$ cat config.mk
export PLATFORM = sky130hd
export DESIGN_NAME = exec_muldiv_ctrl
export DESIGN_NICKNAME = d
export VERILOG_FILES = /design/src/rtl/exec_muldiv_ctrl.sv
export SDC_FILE = /design/constraint.sdc
export NUM_CORES = 2
export LEC_CHECK = 0
export ABC_AREA = 0
export CAP_MARGIN = 20
export CORE_MARGIN = 2
export CORE_UTILIZATION = 40
export CTS_CLUSTER_DIAMETER = 50
export DETAILED_ROUTE_END_ITERATION = 10
export HOLD_SLACK_MARGIN = 0.15
export PLACE_DENSITY = 0.66
export REMOVE_ABC_BUFFERS = 1
export SYNTH_ARGS = -nofsm -noshare
export SYNTH_HDL_FRONTEND = slang
export SYNTH_SLANG_ARGS = --single-unit
export TNS_END_PERCENT = 30
$ cat constraint.sdc
create_clock -name clk -period 9.4 [get_ports clk]
set_clock_uncertainty 0.15 [all_clocks]
set_input_delay 1.88 -clock clk [delete_from_list [all_inputs] [get_ports clk]]
set_output_delay 1.88 -clock clk [all_outputs]
set_load 0.1 [all_outputs]
$ cat src/rtl/exec_muldiv_ctrl.sv
// Iterative M-extension unit: shift-add multiply and restoring divide, one bit per cycle.
// Divide-by-zero and signed overflow skip the iteration phase and respond on the next cycle.
module exec_muldiv_ctrl (
  input  logic        clk,
  input  logic        rst,
  input  logic        req_valid,
  output logic        req_ready,
  input  logic [4:0]  req_op,
  input  logic        req_word,
  input  logic [63:0] req_src1,
  input  logic [63:0] req_src2,
  input  logic        flush,
  output logic        busy,
  output logic        resp_valid,
  input  logic        resp_ready,
  output logic [63:0] resp_result
);

  typedef enum logic [1:0] {S_IDLE, S_CALC, S_DONE} state_e;

  state_e      state_q;
  logic [4:0]  op_q;
  logic        word_q;
  logic [6:0]  cnt_q;
  logic [63:0] a_q;
  logic [63:0] b_q;
  logic [63:0] p_q;
  logic        neg_quo_q;
  logic        neg_rem_q;
  logic        resp_valid_q;
  logic [63:0] result_q;

  // Request decode
  logic        op_onehot;
  logic        accept;
  logic        req_signed;
  logic        req_is_div;
  logic        req_is_quo;
  logic [63:0] src1_ext;
  logic [63:0] src2_ext;
  logic [63:0] min_val;
  logic        div_zero;
  logic        div_ovf;
  logic [63:0] special_res;
  logic [63:0] special_res_w;
  logic        src1_neg;
  logic        src2_neg;
  logic [63:0] mag1;
  logic [63:0] mag2;

  assign req_ready = (state_q == S_IDLE) && !flush;
  assign busy      = (state_q != S_IDLE);
  assign op_onehot = (req_op != 5'd0) && ((req_op & (req_op - 5'd1)) == 5'd0);
  assign accept    = req_valid && req_ready && op_onehot;

  assign req_signed = req_op[4] | req_op[3] | req_op[1];
  assign req_is_div = |req_op[3:0];
  assign req_is_quo = req_op[3] | req_op[2];

  assign src1_ext = !req_word ? req_src1 :
                    req_signed ? {{32{req_src1[31]}}, req_src1[31:0]} : {32'd0, req_src1[31:0]};
  assign src2_ext = !req_word ? req_src2 :
                    req_signed ? {{32{req_src2[31]}}, req_src2[31:0]} : {32'd0, req_src2[31:0]};

  assign min_val  = req_word ? 64'hFFFF_FFFF_8000_0000 : 64'h8000_0000_0000_0000;
  assign div_zero = req_is_div && (src2_ext == 64'd0);
  assign div_ovf  = (req_op[3] | req_op[1]) && (src1_ext == min_val) && (src2_ext == '1);

  assign special_res   = div_zero ? (req_is_quo ? '1 : src1_ext)
                                  : (req_is_quo ? src1_ext : 64'd0);
  assign special_res_w = req_word ? {{32{special_res[31]}}, special_res[31:0]} : special_res;

  assign src1_neg = req_signed && src1_ext[63];
  assign src2_neg = req_signed && src2_ext[63];
  assign mag1     = src1_neg ? -src1_ext : src1_ext;
  assign mag2     = src2_neg ? -src2_ext : src2_ext;

  // One iteration step of either datapath, plus the final result if this is the last step
  logic [63:0] mul_p_d;
  logic [64:0] div_sh_d;
  logic        div_ge_d;
  logic [63:0] div_sub_d;
  logic [63:0] div_rem_d;
  logic [63:0] div_quo_d;
  logic [63:0] raw_d;
  logic [63:0] fin_d;

  always_comb begin
    mul_p_d   = b_q[0] ? (p_q + a_q) : p_q;
    div_sh_d  = {p_q, a_q[63]};
    div_ge_d  = (div_sh_d >= {1'b0, b_q});
    div_sub_d = div_sh_d[63:0] - b_q;
    div_rem_d = div_ge_d ? div_sub_d : div_sh_d[63:0];
    div_quo_d = {a_q[62:0], div_ge_d};
    if (op_q[4]) begin
      raw_d = mul_p_d;
    end else if (op_q[3] | op_q[2]) begin
      raw_d = neg_quo_q ? -div_quo_d : div_quo_d;
    end else begin
      raw_d = neg_rem_q ? -div_rem_d : div_rem_d;
    end
    fin_d = word_q ? {{32{raw_d[31]}}, raw_d[31:0]} : raw_d;
  end

  always_ff @(posedge clk) begin
    if (rst) begin
      state_q      <= S_IDLE;
      op_q         <= 5'd0;
      word_q       <= 1'b0;
      cnt_q        <= 7'd0;
      a_q          <= 64'd0;
      b_q          <= 64'd0;
      p_q          <= 64'd0;
      neg_quo_q    <= 1'b0;
      neg_rem_q    <= 1'b0;
      resp_valid_q <= 1'b0;
      result_q     <= 64'd0;
    end else begin
      case (state_q)
        S_IDLE: begin
          if (accept) begin
            op_q      <= req_op;
            word_q    <= req_word;
            cnt_q     <= req_word ? 7'd32 : 7'd64;
            p_q       <= 64'd0;
            neg_quo_q <= src1_neg ^ src2_neg;
            neg_rem_q <= src1_neg;
            if (req_op[4]) begin
              a_q <= src1_ext;
              b_q <= src2_ext;
            end else begin
              // Left-align W dividends so the quotient bit always comes from a_q[63]
              a_q <= req_word ? {mag1[31:0], 32'd0} : mag1;
              b_q <= mag2;
            end
            if (div_zero || div_ovf) begin
              state_q      <= S_DONE;
              resp_valid_q <= 1'b1;
              result_q     <= special_res_w;
            end else begin
              state_q <= S_CALC;
            end
          end
        end
        S_CALC: begin
          if (flush) begin
            state_q <= S_IDLE;
            cnt_q   <= 7'd0;
          end else begin
            cnt_q <= cnt_q - 7'd1;
            if (op_q[4]) begin
              a_q <= {a_q[62:0], 1'b0};
              b_q <= {1'b0, b_q[63:1]};
              p_q <= mul_p_d;
            end else begin
              a_q <= div_quo_d;
              p_q <= div_rem_d;
            end
            if (cnt_q == 7'd1) begin
              state_q      <= S_DONE;
              resp_valid_q <= 1'b1;
              result_q     <= fin_d;
            end
          end
        end
        S_DONE: begin
          if (flush || resp_ready) begin
            state_q      <= S_IDLE;
            resp_valid_q <= 1'b0;
            result_q     <= 64'd0;
          end
        end
        default: begin
          state_q      <= S_IDLE;
          resp_valid_q <= 1'b0;
          result_q     <= 64'd0;
        end
      endcase
    end
  end

  assign resp_valid  = resp_valid_q;
  assign resp_result = result_q;

endmodule

==> flow_summary.ini <==
[layout]
fillCellCount = 8365
drive_gt1_frac = 0.0570
stdcell_count = 5888
regArea_um2 = 5450
stdcell_area_um2 = 36900
area_growth_pct = 13.4
nNetsFinal = 5059
multiInputGateArea_um2 = 25300

[timing]
setup_viol = 0
worst_slew_pin_slew_ps = 1280
rsz0062_at_grt = false
timing.fmax_mhz = 131
slew_viol_final = 0
finalHoldViolCount = 0
period_share = 0.812
slew_headroom = 0.136
finalCriticalPeriod_ps = 7630

[placed_design]
dp_cells = 5791
gp_congestion = 1.02
dpl_cell_area_um2 = 35200
hpwl_mm = 117
port_buffers = 205

[yosys]
syn_inst = 4816
synth-edff-count = 0
synth_seq_cells = 272
yosysSeqAreaShare = 0.167
avgSynthCellArea_um2 = 6.76
yosys-top-cells-count = 575 x nor2_1, 500 x nand2_1, 488 x a21oi_1, 366 x o21ai_0, 298 x clkbuf_1
synth_cell_types = 108
yosys-top-cells-area = dfxtp_1 17%, a21oi_1 7.5%, nor2_1 6.6%
ys.flop_type = dfxtp_1
yosysTopAreaCell = dfxtp_1
synthArstFlopShare = 0
synth_top_area_frac = 0.167
syn_area_um2 = 32600
yosysWarnings = 0
synth.most_common_cell = nor2_1

[routing]
vias = 38869
drtIter0Drc = 4413
postRouteAntennaNets = 0
avgRoutedWirePerCell_um = 25.6
vias_per_cell = 6.60
drc = 0
wl_mm = 151
drt_pass1_iterations = 6

[worst_setup_path]
reg2reg_depth = 22
end_kind = flop
arrival_ps = 8030
r2r-start = p_q[10]$_SDFFE_PP0P_
crit_fanout = 31
worstReg2RegEnd = resp_result[50]$_SDFFE_PP0P_
crit_type = flop to flop
crit_required_ps = 9800
rrSetupSlack_ps = 1770
cp-start-kind = flop

[floorplanning]
coreArea_um2 = 80500
dieArea_um2 = 83700
pin_count = 206
die_w_um = 289
die_h_um = 289
rows = 104
initial_core_util = 0.404

[cts]
cts_tree = yes
clock_sinks = 272
cts-root-buf = clkbuf_16
clk_pin_slew_ps = 60
cts_hold_buf = 0
clock_path_buffers = 3
postCtsSetupRepairBufs = 0
clock_latency_ps = 620
cts_buffers = 48
cts-resized-gates = 0
htree_levels = 2

[global_route]
grt_pass1_vias = 34920
track_usage = 0.345
grt_pass1_wl_mm = 220
grt_max_degree = 133
overflow = 0
antenna_found_initial = 2

[hold_path]
worstHoldStart = b_q[57]$_SDFFE_PP0P_
hold_class = flop to flop
min_to = b_q[57]$_SDFFE_PP0P_
min_path_cells = 2

[flow_run]
drv_cap = 0

[outcome]
outcome = finished clean
## registers in the layout (all words and copies together) (netlist names)
| register | flops |
|---|---|
| b_q | 64 |
| a_q | 64 |
| resp_result | 64 |
| neg_quo_q | 1 |
| resp_valid | 1 |
| word_q | 1 |
| op_q | 3 |
| neg_rem_q | 1 |
| p_q | 64 |
| cnt_q | 7 |
| state_q | 2 |
## critical path, cell delays in order, from the launching register on
cell and delay, ps:
dfxtp_1 640, ha_1 410, nand2_1 170, o21ai_1 400
a21oi_1 210, a2111oi_4 660, o2111ai_4 140, buf_4 260
nand2_4 320, mux2_2 410, inv_1 60, ha_1 230
or3b_2 510, nor3_1 200, nor3b_1 430, nand2_1 140
or3_1 340, o31ai_1 260, nand4b_1 330, o21ai_0 570
o22ai_1 250, a211oi_1 280, a21o_1 150
## per-layer routing
layer  GRT usage  wire length, um  vias to the layer above  part of all wire
met4       0.191             9180                        0             0.061
met3      0.0675            13600                      386             0.090
met5           0                0                        -                 0
met1       0.439            60800                    18515              0.40
met2       0.545            67500                     1956              0.45
li1            -                -                    18012                 -
## logic make-up (layout without fill, tap and decap cells)
logic type	after synthesis	in the layout	share of synthesized area
mux	74	74	0.0237
other cells	0	4	0
flops	272	272	0.167
fa+ha+maj	168	168	0.0626
compound gates	1769	1769	0.359
simple gates	1771	1771	0.256
xor+xnor	267	267	0.0718
buf+inv	495	503	0.0593
## worst max path at each step
stage | to | startpoint | slack, ps | cells after the start
6_report | resp_result[50]$_SDFFE_PP0P_ | p_q[10]$_SDFFE_PP0P_ | 1770 | 22
5_1_grt | resp_result[54]$_SDFFE_PP0P_ | p_q[10]$_SDFFE_PP0P_ | 1410 | 23
3_3_place_gp | resp_result[56]$_SDFFE_PP0P_ | req_src2[0] | 1820 | 16
4_1_cts | resp_result[54]$_SDFFE_PP0P_ | p_q[10]$_SDFFE_PP0P_ | 2000 | 23
2_1_floorplan | a_q[63]$_SDFFE_PP0P_ | state_q[1]$_SDFFE_PP0P_ | -1400 | 4
3_5_place_dp | resp_result[56]$_SDFFE_PP0P_ | req_src2[0] | 1710 | 16
## metrics by stage
| stage | util | setup WS (ps) | hold WS, ps | setup TNS, ps |
|---|---|---|---|---|
| floorplan | - | -1400 | 276 | -199700 |
| global placement | 0.437 | 1820 | 288 | 0 |
| detailed placement | 0.437 | 1710 | 299 | 0 |
| CTS | 0.458 | 2000 | 306 | 0 |
| global route | 0.458 | 1410 | 341 | 0 |
| finish | 0.458 | 1770 | 302 | 0 |
## cells in the final DEF (no fill, tap or decap), types with 37 or more instances in the layout
cell type,count
nor2_1,570
nand2_1,499
a21oi_1,486
o21ai_0,366
dfxtp_1,268
clkdlybuf4s50_1,202
xnor2_1,159
nor3_1,143
o211ai_1,140
ha_1,134
inv_1,121
a211oi_1,118
xor2_1,108
nand3_1,101
nand4_1,79
buf_4,79
nor4_1,73
a21o_1,73
or3_1,65
o31ai_1,61
mux2i_1,59
clkbuf_16,50
a311oi_1,46
a31oi_1,44
and3_1,37
o21a_1,37
## layout make-up
type                    count  area share
clock inverters            34      0.0107
inverters                 126      0.0128
clock buffers              56      0.0356
flip-flops and latches    272       0.148
well taps                1060      0.0359
multi-input cells        4049       0.684
repair buffers            287      0.0727
diodes                      4    0.000271
Power is left out: the tool's default activity adds up to more than one toggle a clock period on the data nets, which glitch-free logic cannot reach.
